File: config.mk
export PLATFORM = sky130hd
export DESIGN_NAME = dbus_arbiter
export DESIGN_NICKNAME = d
export VERILOG_FILES = /design/src/rtl/memory_pkg.sv /design/src/rtl/dbus_arbiter.sv
export SDC_FILE = /design/constraint.sdc
export NUM_CORES = 1
export LEC_CHECK = 0
export ABC_CLOCK_PERIOD_IN_PS = 2400
export BUFFER_PORTS_ARGS = -buffer_cell sky130_fd_sc_hd__buf_2
export CORE_AREA = 4 4 183 185
export DETAILED_ROUTE_END_ITERATION = 7
export DIE_AREA = 0 0 187 189
export REMOVE_ABC_BUFFERS = 1
export SLEW_MARGIN = 20
export SYNTH_ARGS = -nofsm -noshare
export SYNTH_HDL_FRONTEND = slang
export SYNTH_SLANG_ARGS = --single-unit
File: constraint.sdc
create_clock -name clk -period 2.4 [get_ports clk]
set_input_delay 0.36 -clock clk [delete_from_list [all_inputs] [get_ports clk]]
set_output_delay 0.36 -clock clk [all_outputs]
set_load 0.02 [all_outputs]
File: src/rtl/memory_pkg.sv
// Shared memory-side types for the load unit, the commit-side store unit and the
// data-bus arbiter.
//   dbus_req_t / dbus_resp_t : data-bus request and response bundles
//   lreq_t / sreq_t          : per-requester request bundles
//   dbus_arb_state_t         : arbiter FSM states
//   DEFAULT_STARVE_LIMIT     : default store grants allowed while a load waits
package memory_pkg;

   typedef logic [2:0] msize_t;

   localparam int unsigned DEFAULT_STARVE_LIMIT = 4;

   typedef struct packed {
      logic        valid;
      logic [63:0] addr;
      msize_t      size;
      logic [7:0]  strobe;
      logic [63:0] data;
   } dbus_req_t;

   typedef struct packed {
      logic        addr_ok;
      logic        data_ok;
      logic [63:0] data;
   } dbus_resp_t;

   typedef struct packed {
      logic        valid;
      logic [63:0] addr;
      msize_t      size;
   } lreq_t;

   typedef struct packed {
      logic        valid;
      logic [63:0] addr;
      msize_t      size;
      logic [7:0]  strobe;
      logic [63:0] data;
   } sreq_t;

   typedef enum logic [1:0] {
      IDLE,
      LOAD,
      STORE,
      DRAIN
   } dbus_arb_state_t;

endpackage

File: src/rtl/dbus_arbiter.sv
// Data-bus arbiter between the speculative load unit and the in-order store unit.
// Stores win by default; a waiting load is forced through after STARVE_LIMIT
// consecutive store grants. The granted request is registered and held on the bus
// until data_ok. Responses of loads squashed by lflush are dropped.
// Ports:
//   clk, reset                 : clock, asynchronous active-low reset
//   lreq_* / lflush            : load request and squash
//   lresp_ok / lresp_data      : load completion pulse and data
//   sreq_*                     : store request
//   sresp_ok                   : store completion pulse
//   dreq / dresp               : data-bus request / response
//   busy                       : a bus transaction is outstanding
module dbus_arbiter
   import memory_pkg::*;
#(
   parameter int unsigned STARVE_LIMIT = DEFAULT_STARVE_LIMIT,
   localparam int unsigned CNT_W = $clog2(STARVE_LIMIT + 1)
) (
   input  logic        clk,
   input  logic        reset,
   input  logic        lreq_valid,
   input  logic [63:0] lreq_addr,
   input  logic [2:0]  lreq_size,
   input  logic        lflush,
   output logic        lresp_ok,
   output logic [63:0] lresp_data,
   input  logic        sreq_valid,
   input  logic [63:0] sreq_addr,
   input  logic [2:0]  sreq_size,
   input  logic [7:0]  sreq_strobe,
   input  logic [63:0] sreq_data,
   output logic        sresp_ok,
   output dbus_req_t   dreq,
   input  dbus_resp_t  dresp,
   output logic        busy
);

   dbus_arb_state_t  state_q, state_d;
   logic [CNT_W-1:0] cnt_q, cnt_d;
   dbus_req_t        dreq_q, dreq_d;
   logic             load_elig;
   logic             load_forced;

   // addr_ok does not sequence anything; data_ok alone ends a transaction.
   logic unused_addr_ok;
   assign unused_addr_ok = dresp.addr_ok;

   assign load_elig   = lreq_valid & ~lflush;
   assign load_forced = load_elig & (cnt_q == CNT_W'(STARVE_LIMIT));

   always_comb begin
      state_d = state_q;
      cnt_d   = cnt_q;
      dreq_d  = dreq_q;
      unique case (state_q)
         IDLE: begin
            dreq_d = '0;
            cnt_d  = '0;
            if (sreq_valid && !load_forced) begin
               state_d       = STORE;
               dreq_d.valid  = 1'b1;
               dreq_d.addr   = sreq_addr;
               dreq_d.size   = sreq_size;
               dreq_d.strobe = sreq_strobe;
               dreq_d.data   = sreq_data;
               // Only stores granted over a waiting load count towards starvation.
               if (load_elig) begin
                  cnt_d = (cnt_q == CNT_W'(STARVE_LIMIT)) ? cnt_q : cnt_q + CNT_W'(1);
               end
            end else if (load_elig) begin
               state_d      = LOAD;
               dreq_d.valid = 1'b1;
               dreq_d.addr  = lreq_addr;
               dreq_d.size  = lreq_size;
            end
         end
         LOAD: begin
            if (dresp.data_ok) begin
               state_d = IDLE;
               dreq_d  = '0;
            end else if (lflush) begin
               // Keep the bus request alive but swallow its response.
               state_d = DRAIN;
            end
         end
         STORE, DRAIN: begin
            if (dresp.data_ok) begin
               state_d = IDLE;
               dreq_d  = '0;
            end
         end
         default: begin
            state_d = IDLE;
            dreq_d  = '0;
         end
      endcase
   end

   always_ff @(posedge clk or negedge reset) begin
      if (!reset) begin
         state_q <= IDLE;
         cnt_q   <= '0;
         dreq_q  <= '0;
      end else begin
         state_q <= state_d;
         cnt_q   <= cnt_d;
         dreq_q  <= dreq_d;
      end
   end

   assign dreq       = dreq_q;
   assign busy       = (state_q != IDLE);
   assign lresp_ok   = (state_q == LOAD) & dresp.data_ok & ~lflush;
   assign lresp_data = dresp.data;
   assign sresp_ok   = (state_q == STORE) & dresp.data_ok;

endmodule

-- After elaboration in Yosys (flattened, before gate mapping)
Index checks and enable logic that the tools add are counted.
- register bits after elaboration: 145
- bits of input ports: 277
- output and inout bits: 207
- word-level logic and storage cells: 45
- add/sub/neg operators: 1
- equality and inequality tests: 9
- mux-type cells: 14
- bitwise logic cells: 6
- reductions and logical operators: 8
- operator list (cell ; count):
    one-hot mux 140 bit (2 select lines) ; 1
    two-way mux 140 bit ; 1
    two-way mux 68 bit ; 2
    two-way mux 72 bit ; 1
    two-way mux 2 bit ; 5
    two-way mux 3 bit ; 3
    != test 3 bit, second input constant ; 3
    one-hot mux 2 bit (3 select lines) ; 1
    AND 1 bit ; 5
    equality test 2 bit, second input constant ; 2
    adder 3 x 1 -> 3 bit, second input constant ; 1
    equality test 3 bit, second input constant ; 1
    AND reduction 3 bit ; 1
    OR reduction 3 bit ; 1
    equality test 2 x 1 -> 1 bit, second input constant ; 1
    logical NOT 2 bit ; 1
    != test 2 x 1 -> 1 bit, second input constant ; 1
    != test 2 bit, second input constant ; 1
    AND reduction 2 bit ; 1
    nonzero test 2 bit ; 1
    OR reduction 2 bit ; 1
    logical AND 1 bit ; 1
    logical NOT 1 bit ; 1
    inverter 1 bit ; 1

-- Depth between registers and ports, before layout
- depth in word-level cells: 7
- mapped depth: 7
- mapped depth without buffers: 5

-- Least setup slack after synthesis
No wires, ideal clock.
- kind: flip-flop to flip-flop
- start: register cnt_q[0]
- end: register dreq_q, in the netlist dreq[136]
- arrival time: 1622 ps
- required time: 2274 ps
- slack: 652 ps
- cell stages (with the launch flop): 8
- path buffers: 2
- path through: dfrtp_1 > inv_1 > ha_1 > a21boi_0 > nor3b_2 > buf_2 > buf_2 > a221o_1
- cells in the longest elaborated chain, start to end: 6
- RTL lines (what ; RTL line ; source):
    start, declared ; dbus_arbiter.sv:39 ; logic [CNT_W-1:0] cnt_q, cnt_d;
    start signal, assigned ; dbus_arbiter.sv:106 ; cnt_q <= cnt_d;
    equality test 3 bit ; dbus_arbiter.sv:49 ; assign load_forced = load_elig & (cnt_q == CNT_W'(STARVE_LIMIT));
    AND 1 bit ; dbus_arbiter.sv:49 ;
    logical NOT 1 bit ; dbus_arbiter.sv:59 ; if (sreq_valid && !load_forced) begin
    logical AND 1 bit ; dbus_arbiter.sv:59 ;
    two-way mux 68 bit ; dbus_arbiter.sv:59 ;
    one-hot mux 140 bit (2 select lines) ; dbus_arbiter.sv:55 ; unique case (state_q)
    end signal, assigned ; dbus_arbiter.sv:107 ; dreq_q <= dreq_d;
    end, declared ; dbus_arbiter.sv:40 ; dbus_req_t dreq_q, dreq_d;
No other way between the ends.
A chain may end at the register's enable or synchronous reset.

-- Worst setup path after layout
- start: register cnt_q[0]
- end: register dreq_q, in the netlist dreq[127]
The elaborated chain is that of the path after synthesis.

==> out/results.tsv <==
metric	value	unit
r2r-start	cnt_q[0]$_DFFE_PN0P_	
dp_cells	1152	
globalRouteOverflowTotal	0	
nNetsFinal	1043	
worstPathArrival	2340	ps
cp_slowest_cell	a21boi_0	
async_flop_share	100	%
drc	0	
tightest_slew	590	ps
cp-start-kind	flip-flop	
grt_max_degree	140	
cts_buffers	17	
postCtsSetupBuffers	0	
finalPower	7.60	mW
io_buffer_count	354	
setup_viol	0	
syn_avg_cell_area	12.9	um^2
max_freq	489	MHz
period_share	85.3	%
die_h	189	um
ys_seq_area_share	58.2	%
wirelength	24000	um
drv_slew	0	
rsz0062_at_grt	false	
cts_sinks	145	
vias	5129	
fp-row-count	66	
drtIter0Drc	155	
grt_pass1_wl	34700	um
cp_cell_sequence	inv_1 -> ha_1 -> a21boi_0 -> nor3b_4 -> buf_4 -> a221o_1	
cp-end-kind	flip-flop	
tritoncts	yes	
grt_usage	13.1	%
die_x	187	um
worstPathMaxFanout	49	
syn-instance-count	484	
layout_min_cycle_time	2050	ps
ys_ff_latch	145	
pwr_density_cell	885	nW/um^2
cts-root-buf	clkbuf_16	
syn_area	6230	um^2
rrSetupSlack	350	ps
area_growth	37.6	%
grt_antenna_before_repair	2	
wl_per_cell	20.3	um
core-area	32000	um^2
relSlewSlack	60.7	%
synth_edf_count	0	
min_path_type	primary input to flip-flop	
grt_pass1_vias	5368	
cellLeakagePower	4.56	nW
hold_viol_final	0	
worstSkewPairLatency	420	ps
ant_nets	0	
htreeDepth	4	
via_per_inst	4.32	
drive_above_1_share	50.8	%
pin_count	484	
synthDistinctLibCells	29	
dieArea	35300	um^2
slowest_delay	430	ps
path_clk_slew	70	ps
gp_congestion	0.772	
status	finished clean	
drtPass1Iterations	4	
synth_flop_cell	dfrtp_1	
finalClockSkew	8.65	ps
ir_drop	0.447	mV
start_util	19.5	%
finalHoldWorstSlack	163	ps
yosysWarnings	0	
crit_required	2690	ps
crit_type	flip-flop to flip-flop	
dp_hpwl	17700	um
clock_path_buffers	2	
min-delay-start	sreq_data[63]	
drv_cap	0	
cp-startpoint	cnt_q[0]$_DFFE_PN0P_	
fin_cells	1186	
[cell type report]
| type | count | area (um^2) |
|---|---|---|
| Inverter | 6 | 22.5 |
| Antenna cell | 1 | 2.50 |
| Fill cell | 3388 | 23500 |
| Tap cell | 408 | 510 |
| Clock buffer | 23 | 478 |
| Sequential cell | 145 | 3630 |
| Clock inverter | 9 | 106 |
| Multi-Input combinational cell | 232 | 1930 |
| Timing Repair Buffer | 362 | 1900 |
[synth_stat cells (2+ instances only)]
library cell,number,share of area (%)
ha_1,2,0.40
nand2_1,4,0.24
and2_0,7,0.70
a221o_1,67,11
dfrtp_1,145,58
buf_4,71,8.6
and2_1,60,6.0
nor2_1,2,0.12
buf_2,17,1.4
inv_1,5,0.30
a22o_1,72,10
a21oi_1,2,0.16
clkbuf_1,13,0.78
nor4b_1,2,0.28
[final timing paths]
kind                                              end  cells past startpoint
worst max-delay path            dreq[127]$_DFFE_PN0P_                      6
worst min-delay path             dreq[63]$_DFFE_PN0P_                      2
worst max register to register  dreq[127]$_DFFE_PN0P_                      6
worst min register to register   dreq[40]$_DFFE_PN0P_                      1
max in group asynchronous       dreq[138]$_DFFE_PN0P_                      3
min in group asynchronous        dreq[25]$_DFFE_PN0P_                      3
[registers in the layout, summed over array words and instances, names as in the netlist]
signal	cells
dreq	140
cnt_q	3
state_q	2
[power breakdown]
group | internal, mW | switching (mW) | total, mW
Sequential | 2.81 | 0.199 | 3.01
Combinational | 0.751 | 1.14 | 1.90
Clock | 1.61 | 1.08 | 2.69
Total | 5.18 | 2.42 | 7.60
[layout by cell type, fill, tap and decap left out, drive strengths merged]
master       instances
nor3b                2
a221o               67
dlygate4sd3          1
o211ai               1
clkinv               4
clkinvlp             3
a21o                 1
o21ba                1
nor3                 1
a311oi               1
nand3                1
a21oi                2
o22ai                1
dfrtp              145
a21boi               1
o21bai               1
inv                  6
buf                361
nor2b                1
a22o                72
bufinv               2
nor4b                2
ha                   2
clkbuf              23
o21ai                1
and2                67
nand2                4
nor2                 3
diode                1
[cells by family after synthesis]
logic type	Yosys count	share of synthesized area [%]
AO/OA/AOI/OAI	149	22.3
flip-flops	145	58.2
adder cells (fa/ha/maj)	2	0.401
AND/OR/NAND/NOR	81	8.05
buffers and inverters	107	11.1
[metal layers]
metal	GRT usage, %	vias up	routed length, um
met5	5.91	-	201
met4	3.70	6	258
met3	10.5	17	3880
met2	17.2	349	9500
met1	15.9	2457	10200
li1	-	2300	-
[through the flow]
stage                     util, %  setup slack (ps)  setup TNS, ps  instance area, um^2
after floorplan                 -             -1670        -231410                 5570
after global placement       24.9               434              0                 7980
after detailed placement     24.9               403              0                 7980
after CTS                    26.8               371              0                 8580
after global routing         26.8               207              0                 8580
final                        26.8               354              0                 8580
[timing repair]
| action | 4_1_cts | 5_1_grt |
|---|---|---|
| hold endpoints to repair | 128 | 0 |
| hold buffers | 1 | 0 |
| setup endpoints to repair | 0 | 0 |
| resized for setup | 0 | 0 |
[worst max-delay path: cells and delay by family, from the launching register on]
family | cells | cell delay (ps)
AO/OA/AOI/OAI | 2 | 810
adder cells (fa/ha/maj) | 1 | 240
buffers and inverters | 2 | 340
flip-flops | 1 | 390
AND/OR/NAND/NOR | 1 | 80
(Power assumes the default switching activity.)
